[src/rtl/axi_err_slave_if.sv]
// AXI4 channel bundle for the default (error) slave: AW, W, B, AR and R handshakes.
interface axi_err_slave_if #(
  parameter int ID_W   = 4,
  parameter int DATA_W = 32
);
  logic [ID_W-1:0]   AWID;
  logic              AWVALID;
  logic              AWREADY;
  logic              WVALID;
  logic              WLAST;
  logic              WREADY;
  logic [ID_W-1:0]   BID;
  logic [1:0]        BRESP;
  logic              BVALID;
  logic              BREADY;
  logic [ID_W-1:0]   ARID;
  logic [7:0]        ARLEN;
  logic              ARVALID;
  logic              ARREADY;
  logic [ID_W-1:0]   RID;
  logic [DATA_W-1:0] RDATA;
  logic [1:0]        RRESP;
  logic              RLAST;
  logic              RVALID;
  logic              RREADY;

  modport slave (
    input  AWID, AWVALID, WVALID, WLAST, BREADY, ARID, ARLEN, ARVALID, RREADY,
    output AWREADY, WREADY, BID, BRESP, BVALID, ARREADY, RID, RDATA, RRESP, RLAST, RVALID
  );

  modport master (
    output AWID, AWVALID, WVALID, WLAST, BREADY, ARID, ARLEN, ARVALID, RREADY,
    input  AWREADY, WREADY, BID, BRESP, BVALID, ARREADY, RID, RDATA, RRESP, RLAST, RVALID
  );
endinterface

[src/rtl/axi_err_slave.sv]
// AXI4 default slave for the unmapped region: accepts every burst and answers
// with DECERR. Write and read sides are independent FSMs; every output comes
// straight from a flop so no VALID->READY combinational path exists.
module axi_err_slave #(
  parameter int ID_W   = 4,
  parameter int DATA_W = 32
) (
  input  logic            clk,
  input  logic            rst,
  axi_err_slave_if.slave  bus,
  output logic [15:0]     err_cnt
);

  localparam logic [1:0] DECERR = 2'b11;

  typedef enum logic [1:0] {W_IDLE, W_DATA, W_RESP} w_state_t;
  typedef enum logic       {R_IDLE, R_DATA}         r_state_t;

  // Saturating add for the error counter; never wraps past 16'hFFFF.
  function automatic logic [15:0] sat_add(input logic [15:0] v, input logic [1:0] inc);
    logic [16:0] s;
    s = {1'b0, v} + {15'd0, inc};
    return s[16] ? 16'hFFFF : s[15:0];
  endfunction

  w_state_t        w_state, w_state_n;
  logic            awready_q, awready_n;
  logic            wready_q, wready_n;
  logic            bvalid_q, bvalid_n;
  logic [ID_W-1:0] bid_q, bid_n;
  logic [1:0]      bresp_q, bresp_n;

  r_state_t        r_state, r_state_n;
  logic            arready_q, arready_n;
  logic            rvalid_q, rvalid_n;
  logic            rlast_q, rlast_n;
  logic [ID_W-1:0] rid_q, rid_n;
  logic [1:0]      rresp_q, rresp_n;
  logic [7:0]      cnt_q, cnt_n;

  logic aw_hs, w_hs, b_hs, ar_hs, r_hs;

  assign aw_hs = bus.AWVALID & awready_q;
  assign w_hs  = bus.WVALID  & wready_q;
  assign b_hs  = bvalid_q    & bus.BREADY;
  assign ar_hs = bus.ARVALID & arready_q;
  assign r_hs  = rvalid_q    & bus.RREADY;

  // Write side: next state, then registered outputs decoded from the next state.
  always_comb begin
    w_state_n = w_state;
    bid_n     = bid_q;
    case (w_state)
      W_IDLE: if (aw_hs) begin
        w_state_n = W_DATA;
        bid_n     = bus.AWID;
      end
      W_DATA:  if (w_hs && bus.WLAST) w_state_n = W_RESP;
      W_RESP:  if (b_hs) w_state_n = W_IDLE;
      default: w_state_n = W_IDLE;
    endcase
    awready_n = (w_state_n == W_IDLE);
    wready_n  = (w_state_n == W_DATA);
    bvalid_n  = (w_state_n == W_RESP);
    bresp_n   = bvalid_n ? DECERR : 2'b00;
  end

  // Write side state and output registers; reset abandons any open burst.
  always_ff @(posedge clk) begin
    if (rst) begin
      w_state   <= W_IDLE;
      awready_q <= 1'b0;
      wready_q  <= 1'b0;
      bvalid_q  <= 1'b0;
      bid_q     <= '0;
      bresp_q   <= 2'b00;
    end else begin
      w_state   <= w_state_n;
      awready_q <= awready_n;
      wready_q  <= wready_n;
      bvalid_q  <= bvalid_n;
      bid_q     <= bid_n;
      bresp_q   <= bresp_n;
    end
  end

  // Read side: beat counter walks ARLEN down to zero; RLAST flags the zero beat.
  always_comb begin
    r_state_n = r_state;
    rid_n     = rid_q;
    cnt_n     = cnt_q;
    case (r_state)
      R_IDLE: if (ar_hs) begin
        r_state_n = R_DATA;
        rid_n     = bus.ARID;
        cnt_n     = bus.ARLEN;
      end
      R_DATA: if (r_hs) begin
        if (cnt_q == 8'd0) r_state_n = R_IDLE;
        else               cnt_n     = cnt_q - 8'd1;
      end
      default: r_state_n = R_IDLE;
    endcase
    arready_n = (r_state_n == R_IDLE);
    rvalid_n  = (r_state_n == R_DATA);
    rlast_n   = rvalid_n && (cnt_n == 8'd0);
    rresp_n   = rvalid_n ? DECERR : 2'b00;
  end

  // Read side state and output registers.
  always_ff @(posedge clk) begin
    if (rst) begin
      r_state   <= R_IDLE;
      arready_q <= 1'b0;
      rvalid_q  <= 1'b0;
      rlast_q   <= 1'b0;
      rid_q     <= '0;
      rresp_q   <= 2'b00;
      cnt_q     <= 8'd0;
    end else begin
      r_state   <= r_state_n;
      arready_q <= arready_n;
      rvalid_q  <= rvalid_n;
      rlast_q   <= rlast_n;
      rid_q     <= rid_n;
      rresp_q   <= rresp_n;
      cnt_q     <= cnt_n;
    end
  end

  // Count accepted unmapped transactions; AW and AR in one cycle add two.
  always_ff @(posedge clk) begin
    if (rst) err_cnt <= 16'd0;
    else     err_cnt <= sat_add(err_cnt, {1'b0, aw_hs} + {1'b0, ar_hs});
  end

  assign bus.AWREADY = awready_q;
  assign bus.WREADY  = wready_q;
  assign bus.BVALID  = bvalid_q;
  assign bus.BID     = bid_q;
  assign bus.BRESP   = bresp_q;
  assign bus.ARREADY = arready_q;
  assign bus.RVALID  = rvalid_q;
  assign bus.RLAST   = rlast_q;
  assign bus.RID     = rid_q;
  assign bus.RRESP   = rresp_q;
  assign bus.RDATA   = {DATA_W{1'b0}};

endmodule

[src/flat_wrapper.sv]
// flat-port wrapper written by rule: the top's interface ports become plain ports
module axi_err_slave_flat 
#(
  parameter int ID_W   = 4,
  parameter int DATA_W = 32
)
  (clk, rst, err_cnt, bus_AWID, bus_AWVALID, bus_WVALID, bus_WLAST, bus_BREADY, bus_ARID, bus_ARLEN, bus_ARVALID, bus_RREADY, bus_AWREADY, bus_WREADY, bus_BID, bus_BRESP, bus_BVALID, bus_ARREADY, bus_RID, bus_RDATA, bus_RRESP, bus_RLAST, bus_RVALID);
  axi_err_slave_if #(.ID_W(ID_W), .DATA_W(DATA_W)) bus_i ();
  input  logic clk;
  input  logic rst;
  output logic [15:0] err_cnt;
  input wire logic [$bits(bus_i.AWID)-1:0] bus_AWID;
  input wire logic [$bits(bus_i.AWVALID)-1:0] bus_AWVALID;
  input wire logic [$bits(bus_i.WVALID)-1:0] bus_WVALID;
  input wire logic [$bits(bus_i.WLAST)-1:0] bus_WLAST;
  input wire logic [$bits(bus_i.BREADY)-1:0] bus_BREADY;
  input wire logic [$bits(bus_i.ARID)-1:0] bus_ARID;
  input wire logic [$bits(bus_i.ARLEN)-1:0] bus_ARLEN;
  input wire logic [$bits(bus_i.ARVALID)-1:0] bus_ARVALID;
  input wire logic [$bits(bus_i.RREADY)-1:0] bus_RREADY;
  output wire logic [$bits(bus_i.AWREADY)-1:0] bus_AWREADY;
  output wire logic [$bits(bus_i.WREADY)-1:0] bus_WREADY;
  output wire logic [$bits(bus_i.BID)-1:0] bus_BID;
  output wire logic [$bits(bus_i.BRESP)-1:0] bus_BRESP;
  output wire logic [$bits(bus_i.BVALID)-1:0] bus_BVALID;
  output wire logic [$bits(bus_i.ARREADY)-1:0] bus_ARREADY;
  output wire logic [$bits(bus_i.RID)-1:0] bus_RID;
  output wire logic [$bits(bus_i.RDATA)-1:0] bus_RDATA;
  output wire logic [$bits(bus_i.RRESP)-1:0] bus_RRESP;
  output wire logic [$bits(bus_i.RLAST)-1:0] bus_RLAST;
  output wire logic [$bits(bus_i.RVALID)-1:0] bus_RVALID;
  assign bus_i.AWID = bus_AWID;
  assign bus_i.AWVALID = bus_AWVALID;
  assign bus_i.WVALID = bus_WVALID;
  assign bus_i.WLAST = bus_WLAST;
  assign bus_i.BREADY = bus_BREADY;
  assign bus_i.ARID = bus_ARID;
  assign bus_i.ARLEN = bus_ARLEN;
  assign bus_i.ARVALID = bus_ARVALID;
  assign bus_i.RREADY = bus_RREADY;
  assign bus_AWREADY = bus_i.AWREADY;
  assign bus_WREADY = bus_i.WREADY;
  assign bus_BID = bus_i.BID;
  assign bus_BRESP = bus_i.BRESP;
  assign bus_BVALID = bus_i.BVALID;
  assign bus_ARREADY = bus_i.ARREADY;
  assign bus_RID = bus_i.RID;
  assign bus_RDATA = bus_i.RDATA;
  assign bus_RRESP = bus_i.RRESP;
  assign bus_RLAST = bus_i.RLAST;
  assign bus_RVALID = bus_i.RVALID;
  axi_err_slave #(.ID_W(ID_W), .DATA_W(DATA_W)) u_core (.clk(clk), .rst(rst), .bus(bus_i), .err_cnt(err_cnt));
endmodule
[config.mk]
export PLATFORM = sky130hd
export DESIGN_NAME = axi_err_slave_flat
export DESIGN_NICKNAME = d
export VERILOG_FILES = /design/src/rtl/axi_err_slave_if.sv /design/src/rtl/axi_err_slave.sv /design/src/flat_wrapper.sv
export SDC_FILE = /design/constraint.sdc
export NUM_CORES = 1
export LEC_CHECK = 0
export BUFFER_PORTS_ARGS = -buffer_cell sky130_fd_sc_hd__clkbuf_2
export CORE_MARGIN = 5
export CORE_UTILIZATION = 52
export DETAILED_ROUTE_END_ITERATION = 8
export GPL_ROUTABILITY_DRIVEN = 0
export PLACE_DENSITY = 0.85
export SYNTH_ARGS = -nofsm -noshare
export SYNTH_HDL_FRONTEND = slang
export SYNTH_SLANG_ARGS = --single-unit
export TNS_END_PERCENT = 20
[constraint.sdc]
create_clock -name clk -period 4.4 [get_ports clk]
set_clock_uncertainty 0.15 [all_clocks]
set_input_delay 0.66 -clock clk [delete_from_list [all_inputs] [get_ports clk]]
set_output_delay 0.66 -clock clk [all_outputs]
set_load 0.005 [all_outputs]
Yosys cells after proc, flatten, opt, wreduce, memory -nomap -nowiden

Cells that the tools add are included.

ROM bits: 0
Input port bits: 24
Latch bits: 0
Bits in registers: 44
Word-level logic and storage cells: 50
Output and inout port bits: 66
Memories kept: 0
Memory bits (writable): 0

Shift operators: 0
$mul: 0
Multiplexer cells: 15
Equal/unequal tests: 4
Add/subtract/negate cells: 3
Order comparisons: 0
Reduce and logical (&&, ||, !) cells: 8
Bitwise gates (word level): 7
Divide/modulo/power cells: 0

Operators with widths:

| kind                                                 | count |
|---|---|
| 2-to-1 mux 8 bit                                     | 3 |
| adder 16 x 2 -> 17 bit                               | 1 |
| zero test 8 bit                                      | 2 |
| 2-to-1 mux 16 bit                                    | 1 |
| case mux 8 bit (2 select lines)                      | 1 |
| 2-to-1 mux 2 bit                                     | 5 |
| subtractor 8 x 1 -> 8 bit (second input constant)    | 1 |
| case mux 2 bit (3 select lines)                      | 1 |
| bitwise AND 1 bit                                    | 5 |
| equality test 2 x 1 -> 1 bit (second input constant) | 2 |
| equality test 2 bit (second input constant)          | 2 |
| zero test 2 bit                                      | 2 |
| AND reduction 2 bit                                  | 2 |
| 2-to-1 mux 1 bit                                     | 3 |
| adder 1 x 1 -> 2 bit                                 | 1 |
| logical AND 1 bit                                    | 2 |
| NOT 1 bit                                            | 2 |
| case mux 1 bit (2 select lines)                      | 1 |

Depth between registers and ports, before layout

Gate-level depths: netlist (run 1).

Depth in word-level cells: 6
Mapped depth: 9
Depth with buffers taken out: 9

Least setup slack after synthesis (run 1)

OpenSTA, ideal clock, no wires.

Path kind: input to register
From: input bus_ARVALID
To: register u_core.err_cnt[2]
Setup time: 0.071 ns
Data arrival time: 2.257 ns
Path slack: 1.922 ns
Buffers on the path: 1
Data required time: 4.179 ns
Stages on the path: 9
Cells stage by stage: nand2_1 fa_1 inv_1 ha_1 nand3_1 nor2_1 nand3_1 clkbuf_1 a21oi_1

Cells in the longest elaborated chain, start to end: 4

RTL lines:

| item                   | RTL line             | RTL |
|---|---|---|
| from (decl)            | flat_wrapper.sv:19   | `input wire logic [$bits(bus_i.ARVALID)-1:0] bus_ARVALID;` |
| bitwise AND 1 bit      | axi_err_slave.sv:46  | `assign ar_hs = bus.ARVALID & arready_q;` |
| adder 1 x 1 -> 2 bit   | axi_err_slave.sv:134 | `else err_cnt <= sat_add(err_cnt, {1'b0, aw_hs} + {1'b0, ar_hs});` |
| adder 16 x 2 -> 17 bit | axi_err_slave.sv:22  | `s = {1'b0, v} + {15'd0, inc};` |
| 2-to-1 mux 16 bit      | axi_err_slave.sv:23  | `return s[16] ? 16'hFFFF : s[15:0];` |
| to (signal assigned)   | axi_err_slave.sv:134 |  |
| to (decl)              | axi_err_slave.sv:11  | `output logic [15:0] err_cnt` |

Every way passes these cells.
A chain may end at the register's enable or synchronous reset.

Worst setup path in the final report (run 1)

From: input bus_ARVALID
To: register u_core.err_cnt[6]

The elaborated chain is that of the path after synthesis.

==> results of run 1 <==
==> area by class of cell <==
type                            instances  area share
Clock inverter                          2     0.00512
Tap cell                               50      0.0256
Inverter                               11      0.0169
Multi-Input combinational cell        193       0.480
Clock buffer                            5      0.0282
Timing Repair Buffer                   57       0.117
Sequential cell                        40       0.328
==> critical path, stage by stage <==
cell	delay, ns
clkbuf_2	0.14
nand2_1	0.18
fa_1	0.44
inv_1	0.07
ha_1	0.18
nand3_1	0.11
nor2_1	0.34
nand3_1	0.47
o21a_1	0.25
nor2_1	0.07
==> final timing paths <==
path,from,end,slack [ns],cells past startpoint
max,bus_ARVALID,u_core.err_cnt[6],1.58,10
max reg2reg,u_core.bus.ARREADY,u_core.err_cnt[6],1.61,9
min,u_core.bus.RID[3],u_core.bus.RID[3],0.31,2
min reg2reg,u_core.bus.RID[3],u_core.bus.RID[3],0.31,2
==> kinds of logic (layout without fill, tap and decap cells) <==
group / count (synthesis) / after routing / share of synthesized area
compound gates: 43 / 43 / 0.133
other cells: 1 / 32 / 0.00170
simple gates: 93 / 93 / 0.229
mux: 9 / 9 / 0.0414
xor+xnor: 12 / 12 / 0.0476
flops: 40 / 40 / 0.363
buf+inv: 54 / 75 / 0.158
fa+ha+maj: 4 / 4 / 0.0261
==> stage by stage <==
stage | power (mW) | utilization | cell area, um2
finish | 0.784 | 0.602 | 2440
floorplan | 0.533 | - | 2320
CTS | 0.789 | 0.602 | 2440
global placement | 0.551 | 0.582 | 2360
global route | 0.832 | 0.602 | 2440
detailed placement | 0.555 | 0.582 | 2360
==> layout by cell type (no fill, tap or decap), types with 5 or more instances in the layout <==
master,n
nor2_1,21
nor3_1,6
inv_1,11
xnor2_1,5
and3_1,5
nand3_1,9
clkbuf_8,5
dfxtp_1,40
clkbuf_2,57
nand2_1,21
xor2_1,7
mux2i_1,8
conb_1,32
a21oi_1,20
==> power breakdown <==
| group | switching, mW | internal [mW] |
|---|---|---|
| Clock | 0.128 | 0.107 |
| Combinational | 0.0782 | 0.0679 |
| Sequential | 0.0221 | 0.381 |
| Total | 0.228 | 0.556 |
==> flip-flops by register name, summed over array words and instances, names as in the netlist <==
signal	flops
u_core.err_cnt	16
u_core.bus.WREADY	1
u_core.bus.BID	4
u_core.bus.RID	4
u_core.bus.RLAST	1
u_core.bus.AWREADY	1
u_core.cnt_q	8
u_core.bus.RRESP	1
u_core.bus.BRESP	1
u_core.w_state	2
u_core.bus.ARREADY	1
==> metal layers <==
| metal | vias to the layer above | wire (um) | GRT usage |
|---|---|---|---|
| met3 | 8 | 468 | 0.0467 |
| met1 | 829 | 1990 | 0.211 |
| li1 | 916 | - | - |
| met5 | - | 0 | 0 |
| met2 | 85 | 2040 | 0.273 |
| met4 | 0 | 94 | 0.0738 |
==> impl_metrics.ini, run 1 <==
[run_status]
status = completed

[detailed_routing]
wire_per_inst_um = 12.8
drtIter0Drc = 78
final_antenna_net_count = 0
drc = 0
via_count = 1838
drt_wl_total_um = 4590
viasPerCell = 5.13
first_pass_iters = 4

[logic_synthesis]
yosysMostFrequentCell = dfxtp_1
yosys-top-cells-count = dfxtp_1 (40), buf_4 (36), nand2_1 (21), nor2_1 (21), a21oi_1 (20)
synth_edf_count = 0
synth.top_cells.by_area = dfxtp_1 (36%), buf_4 (12%), a21oi_1 (4.5%)
ys_seq_area_frac = 0.363
ys_async_sr_fraction = 0
avgSynthCellArea_um2 = 8.62
synthFlopType = dfxtp_1
yosysTopAreaCell = dfxtp_1
synth_cell_types = 56
synthCells = 256
mappedNetlistArea_um2 = 2210
ys_seq_elements = 40
yosysWarnings = 0
synth.top_cell.area_share = 0.363

[floorplanning]
core_area_um2 = 4060
dieArea_um2 = 5640
die_w_um = 75.1
num_io_pins = 90
num_rows = 23
start_util = 0.544
die_y_um = 75.1

[job]
drv_cap = 0

[timing]
whs_ns = 0.314
finalCritPeriodShare = 0.642
fin_setup_tns_ns = 0
max_freq_mhz = 354
slew_violations = 0
setup_slack_ns = 1.58
hold_viol = 0
tightest_slew_ns = 0.762
slew_headroom = 0.488
finalCriticalPeriod_ns = 2.82
setup_viol = 0
rsz0062_at_grt = no

[place]
dp.cells = 351
place_ws_ns = 1.33
hpwlAfterDp_um = 3490
io_buffers = 57

[final_layout]
seqCellArea_um2 = 801
fin_cells = 358
fin_nets = 336
drive_above_1_share = 0.253
antenna_cells = 0
fillers = 380
syn2layout_area_growth_pct = 10.8
multi_input_area_um2 = 1170

[cts]
cts_max_path_buffers = 2
cts_resized = 0
root_buffer = clkbuf_8
numClockSinks = 40
htree_levels = 2
cts_hold_buf = 0
cts_tree = built
clock_latency_ns = 0.30
postCtsSetupBuffers = 0
cts_buffers = 5
cts.clk_slew.worst_paths_ns = 0.08

[grt]
gr-total-overflow = 0
grt_use_total = 0.169
grt_max_degree = 37
grt_pass1_wl_um = 7390
antenna_found_initial = 0
grt_pass1_vias = 1698

[min_path]
hold_class = flip-flop to flip-flop

[power]
peakVddDrop_mv = 0.161
power_density_nw_per_um2 = 321
power.leakage_nw = 1.15

[worst_setup_path]
arrival_ns = 2.90
worstSetupPathType = primary input to flip-flop
path_max_fanout = 13
critPathRequiredTime_ns = 4.48
crit_path_start_kind = primary input
endpoint_kind = flip-flop
Note: power is estimated with default switching activity, not from simulation.
==> inputs of run 2 (changes only) <==
--- a/config.mk
+++ b/config.mk
@@ -7,10 +7,10 @@
 export LEC_CHECK = 0
 export BUFFER_PORTS_ARGS = -buffer_cell sky130_fd_sc_hd__clkbuf_2
 export CORE_MARGIN = 5
-export CORE_UTILIZATION = 52
+export CORE_UTILIZATION = 48
 export DETAILED_ROUTE_END_ITERATION = 8
 export GPL_ROUTABILITY_DRIVEN = 0
-export PLACE_DENSITY = 0.85
+export PLACE_DENSITY = 0.8
 export SYNTH_ARGS = -nofsm -noshare
 export SYNTH_HDL_FRONTEND = slang
 export SYNTH_SLANG_ARGS = --single-unit
==> constraint.sdc (replaced) <==
create_clock -name clk -period 2.9 [get_ports clk]
set_clock_uncertainty 0.15 [all_clocks]
set_input_delay 0.435 -clock clk [delete_from_list [all_inputs] [get_ports clk]]
set_output_delay 0.435 -clock clk [all_outputs]
set_load 0.005 [all_outputs]
==> run 2 against run 1 <==
Final area rose by 1.7%. Global-route usage fell by 1.5 points. Flip-flop and latch count did not move. Sequential power rose by 52%. Critical endpoint unchanged.
==> impl_metrics.ini, run 2 (synthesis results as in run 1) <==
[cts]
clock_latency_ns = 0.29
postCtsSetupBuffers = 0
cts_tree = built
cts_max_path_buffers = 2
root_buffer = clkbuf_8
cts.clk_slew.worst_paths_ns = 0.07
numClockSinks = 40
cts_buffers = 5
cts_hold_buf = 0
cts_resized = 0
htree_levels = 2

[worst_setup_path]
r2r-end = u_core.err_cnt[6]
reg2reg_from = u_core.bus.ARREADY
worstSetupPathType = flip-flop to flip-flop
arrival_ns = 2.46
endpoint_kind = flip-flop
path_max_fanout = 9
crit_path_start_kind = flip-flop
reg2reg_slack_ns = 0.52
critPathRequiredTime_ns = 2.98
reg2reg_depth = 10

[job]
drv_cap = 0

[detailed_routing]
drc = 0
drtIter0Drc = 68
first_pass_iters = 4
via_count = 1850
drt_wl_total_um = 4680
viasPerCell = 5.07
final_antenna_net_count = 0
wire_per_inst_um = 12.8

[timing]
setup_viol = 0
finalCritPeriodShare = 0.819
rsz0062_at_grt = no
tightest_slew_ns = 0.742
finalCriticalPeriod_ns = 2.38
fin_setup_tns_ns = 0
max_freq_mhz = 421
slew_headroom = 0.502
hold_viol = 0
slew_violations = 0

[power]
seq_power_share = 0.508
clkPwrFrac = 0.310
power_density_nw_per_um2 = 485
power_frac_comb = 0.182
power.leakage_nw = 1.18
p_int_mw = 0.875
p_sw_frac = 0.274
p_switching_mw = 0.330
peakVddDrop_mv = 0.268

[floorplanning]
die_w_um = 77.8
core_area_um2 = 4410
die_y_um = 77.8
num_io_pins = 90
num_rows = 24
dieArea_um2 = 6050
start_util = 0.500

[final_layout]
largest_register = u_core.err_cnt
final_cell_mix = clkbuf_2 (57), dfxtp_1 (40), conb_1 (32), nand2_1 (21), nor2_1 (21)
fillers = 397
drive_above_1_share = 0.259
reg.largest.list = u_core.err_cnt x16, u_core.cnt_q x8
largest_register_ffs = 16
final_common_cell = clkbuf_2
syn2layout_area_growth_pct = 12.6
final_core_util = 0.563
antenna_cells = 0
fin_nets = 340

[min_path]
min-delay-start = bus_ARID[0]
hold_class = primary input to flip-flop
min_to = u_core.bus.RID[0]
hold_path_depth = 3

[grt]
gr-total-overflow = 0
grt_use_total = 0.154
grt_max_degree = 24
antenna_found_initial = 0
grt_pass1_wl_um = 7740
grt_pass1_vias = 1661

[place]
hpwlAfterDp_um = 3660
io_buffers = 57

[run_status]
status = completed
==> run 2: per-layer routing <==
metal / global-route usage / up-vias / wire length (um)
li1: - / 929 / -
met1: 0.200 / 836 / 2030
met2: 0.247 / 80 / 2140
met3: 0.0417 / 5 / 446
met4: 0.0498 / 0 / 63
met5: 0 / - / 0
==> run 2: cell type report <==
type,instances,area (um2),area share
sequential,40,801,0.322
tap,52,65.1,0.0262
clock buffer,8,90.1,0.0363
inverter,11,41.3,0.0166
timing repair buffer,61,315,0.127
multi-input combinational,193,1170,0.472
==> run 2: worst max-delay path by stage <==
stage / startpoint / endpoint / slack [ns] / cells past startpoint
3_3_place_gp: bus_ARVALID / u_core.err_cnt[6] / 0.51 / 11
5_1_grt: u_core.bus.ARREADY / u_core.err_cnt[6] / 0.25 / 10
3_5_place_dp: bus_ARVALID / u_core.err_cnt[6] / 0.42 / 11
2_1_floorplan: u_core.bus.ARREADY / u_core.err_cnt[2] / 0.62 / 9
4_1_cts: u_core.bus.ARREADY / u_core.err_cnt[6] / 0.51 / 10
6_report: u_core.bus.ARREADY / u_core.err_cnt[6] / 0.52 / 10
==> run 2: stage by stage <==
stage	total power, mW	instances	worst slack (ns)	area [um2]	hold WS, ns
floorplan	0.809	287	0.621	2320	0.303
finish	1.20	365	0.525	2480	0.216
global route	1.28	365	0.246	2480	0.227
CTS	1.22	365	0.510	2480	0.205
global placement	0.838	357	0.512	2390	0.292
detailed placement	0.843	357	0.422	2390	0.306
==> run 2: worst max-delay path, cell delays in order, from the launching register on <==
cell and delay, ns:
dfxtp_1 0.45, nand2_1 0.21, fa_1 0.42, inv_1 0.07, ha_1 0.18, nand3_1 0.10
nor2_1 0.16, nand3_1 0.18, buf_4 0.22, o21a_1 0.10, nor2_1 0.07
==> run 2: power by group through the flow <==
stage               Sequential [mW]  Clock, mW  Combinational [mW]
floorplan                     0.616          0               0.193
global placement              0.624          0               0.215
detailed placement            0.624          0               0.218
CTS                           0.612      0.385               0.220
global route                  0.618      0.412               0.248
finish                        0.612      0.373               0.220
